File: src/rtl/neighbor_best_hop_selector.sv
// Best next-hop selector: walks the neighbor table once per request and keeps the valid entry
// with the highest Q-value (ties: fewest CH hops, then lowest index). Optional macro: NBR_SEL_ENERGY_FILTER_EN.
module neighbor_best_hop_selector #(
  parameter int WORD_WIDTH  = 16,
  parameter int TABLE_DEPTH = 32,
  parameter int IDX_WIDTH   = 5
) (
  input  logic                  clk,
  input  logic                  rst,
  input  logic                  start,
  input  logic                  abort,
  output logic [IDX_WIDTH-1:0]  rd_idx,
  input  logic                  rd_valid,
  input  logic [WORD_WIDTH-1:0] rd_node_id,
  input  logic [WORD_WIDTH-1:0] rd_hops,
  input  logic [WORD_WIDTH-1:0] rd_qvalue,
  input  logic [WORD_WIDTH-1:0] rd_energy,
  input  logic [WORD_WIDTH-1:0] rd_ch_hops,
`ifdef NBR_SEL_ENERGY_FILTER_EN
  input  logic [WORD_WIDTH-1:0] min_energy,
`endif
  output logic                  busy,
  output logic                  done,
  output logic                  found,
  output logic [IDX_WIDTH-1:0]  best_idx,
  output logic [WORD_WIDTH-1:0] best_id,
  output logic [WORD_WIDTH-1:0] best_qvalue,
  output logic [WORD_WIDTH-1:0] best_ch_hops
);

  typedef enum logic [1:0] {S_IDLE, S_SCAN, S_DONE} state_t;

  state_t                r_state, w_state_nxt;
  logic [IDX_WIDTH-1:0]  r_cnt;
  logic                  r_run_found;
  logic [WORD_WIDTH-1:0] r_run_q, r_run_ch, r_run_id;
  logic [IDX_WIDTH-1:0]  r_run_idx;
  logic                  r_done, r_found;
  logic [IDX_WIDTH-1:0]  r_best_idx;
  logic [WORD_WIDTH-1:0] r_best_id, r_best_q, r_best_ch;

  logic                  w_last, w_elig, w_take, w_nxt_found;
  logic [WORD_WIDTH-1:0] w_nxt_q, w_nxt_ch, w_nxt_id;
  logic [IDX_WIDTH-1:0]  w_nxt_idx;
  logic                  w_unused;

`ifdef NBR_SEL_ENERGY_FILTER_EN
  assign w_elig   = rd_valid && (rd_energy >= min_energy);
  assign w_unused = ^rd_hops;
`else
  assign w_elig   = rd_valid;
  assign w_unused = ^{rd_hops, rd_energy};
`endif

  assign w_last = (r_cnt == IDX_WIDTH'(TABLE_DEPTH - 1));
  // Strict compares only, so a full tie keeps the earlier (lower) index.
  assign w_take = w_elig && (!r_run_found || (rd_qvalue > r_run_q) ||
                             ((rd_qvalue == r_run_q) && (rd_ch_hops < r_run_ch)));

  assign w_nxt_found = r_run_found | w_take;
  assign w_nxt_q     = w_take ? rd_qvalue  : r_run_q;
  assign w_nxt_ch    = w_take ? rd_ch_hops : r_run_ch;
  assign w_nxt_id    = w_take ? rd_node_id : r_run_id;
  assign w_nxt_idx   = w_take ? r_cnt      : r_run_idx;

  always_ff @(posedge clk or posedge rst) begin
    if (rst) r_state <= S_IDLE;
    else     r_state <= w_state_nxt;
  end

  always_comb begin
    w_state_nxt = r_state;
    case (r_state)
      S_IDLE:  if (start && !abort) w_state_nxt = S_SCAN;
      S_SCAN:  if (abort) w_state_nxt = S_IDLE;
               else if (w_last) w_state_nxt = S_DONE;
      S_DONE:  w_state_nxt = S_IDLE;
      default: w_state_nxt = S_IDLE;
    endcase
  end

  always_ff @(posedge clk or posedge rst) begin
    if (rst) begin
      r_cnt       <= '0;
      r_run_found <= 1'b0;
      r_run_q     <= '0;
      r_run_ch    <= '1;
      r_run_id    <= '0;
      r_run_idx   <= '0;
      r_done      <= 1'b0;
      r_found     <= 1'b0;
      r_best_idx  <= '0;
      r_best_id   <= '0;
      r_best_q    <= '0;
      r_best_ch   <= '0;
    end else begin
      r_done <= 1'b0;
      case (r_state)
        S_IDLE: begin
          if (start && !abort) begin
            r_cnt       <= '0;
            r_run_found <= 1'b0;
            r_run_q     <= '0;
            r_run_ch    <= '1;
            r_run_id    <= '0;
            r_run_idx   <= '0;
          end
        end
        S_SCAN: begin
          if (!abort) begin
            r_cnt       <= r_cnt + IDX_WIDTH'(1);
            r_run_found <= w_nxt_found;
            r_run_q     <= w_nxt_q;
            r_run_ch    <= w_nxt_ch;
            r_run_id    <= w_nxt_id;
            r_run_idx   <= w_nxt_idx;
            // Publish on the final sample so the result is visible alongside done.
            if (w_last) begin
              r_done     <= 1'b1;
              r_found    <= w_nxt_found;
              r_best_idx <= w_nxt_found ? w_nxt_idx : '0;
              r_best_id  <= w_nxt_found ? w_nxt_id  : '0;
              r_best_q   <= w_nxt_found ? w_nxt_q   : '0;
              r_best_ch  <= w_nxt_found ? w_nxt_ch  : '0;
            end
          end
        end
        default: ;
      endcase
    end
  end

  assign rd_idx       = (r_state == S_SCAN) ? r_cnt : '0;
  assign busy         = (r_state != S_IDLE);
  assign done         = r_done;
  assign found        = r_found;
  assign best_idx     = r_best_idx;
  assign best_id      = r_best_id;
  assign best_qvalue  = r_best_q;
  assign best_ch_hops = r_best_ch;

endmodule

File: config.mk
export PLATFORM = sky130hd
export DESIGN_NAME = neighbor_best_hop_selector
export DESIGN_NICKNAME = d
export VERILOG_FILES = /design/src/rtl/neighbor_best_hop_selector.sv
export SDC_FILE = /design/constraint.sdc
export NUM_CORES = 1
export LEC_CHECK = 0
export CAP_MARGIN = 0
export CORE_ASPECT_RATIO = 0.5
export CORE_UTILIZATION = 53
export CTS_CLUSTER_SIZE = 20
export DETAILED_ROUTE_END_ITERATION = 6
export PLACE_DENSITY = 0.92
export SYNTH_ARGS = -nofsm -noshare
export SYNTH_HDL_FRONTEND = slang
export SYNTH_SLANG_ARGS = --single-unit
File: constraint.sdc
create_clock -name clk -period 11.5 [get_ports clk]
set_input_delay 2.3 -clock clk [delete_from_list [all_inputs] [get_ports clk]]
set_output_delay 2.3 -clock clk [all_outputs]
set_load 0.02 [all_outputs]
==> qor.csv <==
metric;value;unit
cts_resized;0;
path_cells;clkdlybuf4s50_1, ha_1, nand4_2, or4_4, a2111o_1, a32oi_2, a21o_4, and3_2, a221o_1;
die_h;74.84;µm
use_met1;0.3522;
first_iter_violations;291;
async_flop_share;1.000;
power;1.141;mW
syn_area;5624;µm²
synth_edf_count;0;
cts_buffers;17;
setup_tns;0;ns
finalHoldViolCount;0;
cts_buffer_depth;2;
overflow;0;
nNetsFinal;685;
relSlewSlack;0.2348;
n_antenna_cell;0;
synth_top_area_frac;0.4449;
avgViaCountPerCell;5.928;
ioPinCount;146;
fin_cells;719;
endpoint_kind;flip-flop;
grtUsageTotal;0.2607;
ys_ff_latch;116;
rows;26;
gp_congestion;0.7788;
tritoncts;done;
synthCells;457;
ys.flop_type;dfrtp_1;
avgSynthCellArea;12.31;µm²
ir_drop;0.1201;mV
vias;4262;
grt_pass1_vias;4262;
synth_mux_area_frac;0.003782;
synth-compound-area-share;0.2274;
clk_latency;0.41;ns
rsz0062_at_grt;false;
arrival;5.96;ns
clock-sinks;116;
synth_top_family_by_area;compound AO/OA/AOI/OAI gates;
cp_max_fo;53;
seq_area_frac_synth;0.5197;
area_growth;31.23;%
ant_nets;0;
synth.largest_area_cell;dfrtp_1;
core_area;10250;µm²
maxCapViolCount;0;
fin_crit_sh;0.4891;
synth_fa_ha_area_frac;0.07341;
grt_max_degree;64;
dr.pass1.iters;5;
wire_per_inst;19.05;µm
clk_pin_slew;0.05;ns
synthSimpleGateAreaFrac;0.1059;
dp_hpwl;8313;µm
synth_most_common_cell;dfrtp_1;
crit_family;simple AND/OR/NAND/NOR gates;
crit_buf_inv;1;
synth_area_leaders;dfrtp_1 (44%), a221o_1 (8.9%), dfstp_2 (7.5%);
p_per_area;154.6;nW/µm²
grt_use_met3;0.05455;
cp.required;11.84;ns
cts_setup_buffers;0;
synthXorXnorAreaFrac;0;
portBuffers;113;
leakage;3.488;nW
status;completed;
fmax;177.8;MHz
crit_path_start_kind;input port;
synth_cell_types;45;
route.detailed.drc;0;
use_met2;0.4345;
drive_gt1_frac;0.1157;
final_util;0.7203;
htree_levels;4;
synth_common_cells;dfrtp_1 (100), and2_1 (58), a221o_1 (50);
max_stage_delay;0.96;ns
die_area;11050;µm²
antenna_found_initial;0;
syn_nets;575;
grt_pass1_wl;22030;µm
initial_core_util;0.5488;
worst_path_max_delay_cell;and3_2;
min_period;5.624;ns
slew_violations;0;
tightest_slew;1.148;ns
dieWidth;147.7;µm
grt-busiest-layer;met2;
hold_buffers;0;
hp-class;reg -> reg;
wirelength;13700;µm
clockRootBuffer;clkbuf_16;
yosys_warnings;0;
finalSetupViolations;0;
dpl.cell_count;688;
path_class;in -> reg;
clock_skew;0.007646;ns
==> where the power goes <==
group / leakage (nW) / internal (mW) / switching (mW)
Sequential: 1.55 / 0.427 / 0.0156
Clock: 0.328 / 0.411 / 0.185
Combinational: 1.61 / 0.0486 / 0.0537
==> cells in the final DEF (no fill, tap or decap), types with 2 or more instances in the layout <==
cell	instances
clkdlybuf4s50_1	113
dfrtp_1	100
and2_1	58
a221o_1	50
a22o_1	42
inv_1	33
ha_1	33
clkbuf_16	17
dfstp_2	16
a2bb2oi_1	15
a21oi_1	13
nand2_1	11
nor2_1	7
nand3_1	5
o21ai_0	5
clkbuf_8	5
bufinv_16	5
buf_4	5
nand4_1	4
nor2b_1	3
o21a_1	3
a221o_2	3
clkinv_2	3
a2111oi_0	2
and3_1	2
and3_2	2
==> sequential cells by signal, summed over array words and instances (netlist names) <==
name,cells
best_id,16
found,1
r_cnt,5
r_run_found,1
best_qvalue,16
r_state,2
r_run_ch,16
best_idx,5
r_run_q,16
r_run_id,16
done,1
r_run_idx,5
best_ch_hops,16
==> path summary, 6_finish.rpt <==
kind / from / endpoint / slack [ns] / depth (start not counted)
setup reg to reg: r_run_q[14] / best_id[13] / 7.85 / 9
max in group asynchronous: rst / best_id[5] / 7.88 / 3
min in group asynchronous: rst / best_ch_hops[6] / 2.33 / 2
hold reg to reg: found / found / 0.49 / 2
hold / removal: found / found / 0.49 / 2
setup / recovery: rd_qvalue[14] / best_id[13] / 5.88 / 9
==> cells by family after synthesis <==
group                      after synthesis
AOI/OAI and AO/OA                      144
adders and majority gates               33
buffers and inverters                   61
DFF                                    116
muxes                                    2
and+or+nand+nor                        101
==> layout make-up <==
class / count / area (µm²)
clock buffer: 22 / 494.2
timing repair buffer: 118 / 1169
fill: 738 / 2867
sequential: 116 / 2923
tap: 140 / 175.2
inverter: 34 / 130.1
clock inverter: 9 / 172.7
multi-input combinational: 280 / 2317
==> per-stage QoR <==
step | area, µm² | hold WS [ns] | setup WS, ns
final | 7381 | 0.4869 | 5.876
after global routing | 7381 | 0.5112 | 5.790
after CTS | 7381 | 0.4894 | 5.931
after detailed placement | 6714 | 0.4817 | 5.536
after global placement | 6714 | 0.4758 | 5.550
after floorplan | 5624 | 0.4647 | 6.154
==> tightest hold or removal path: stages (launching register included) <==
cell and delay [ns]:
dfrtp_1 0.35, nand2_1 0.05, nand2_1 0.05
==> per-layer routing <==
| metal | vias up | share of wire |
|---|---|---|
| li1 | 1944 | - |
| met1 | 2191 | 0.47 |
| met2 | 114 | 0.48 |
| met3 | 13 | 0.045 |
| met4 | 0 | 0.0092 |
| met5 | - | 0 |
Power figures use the tool's default switching activity.
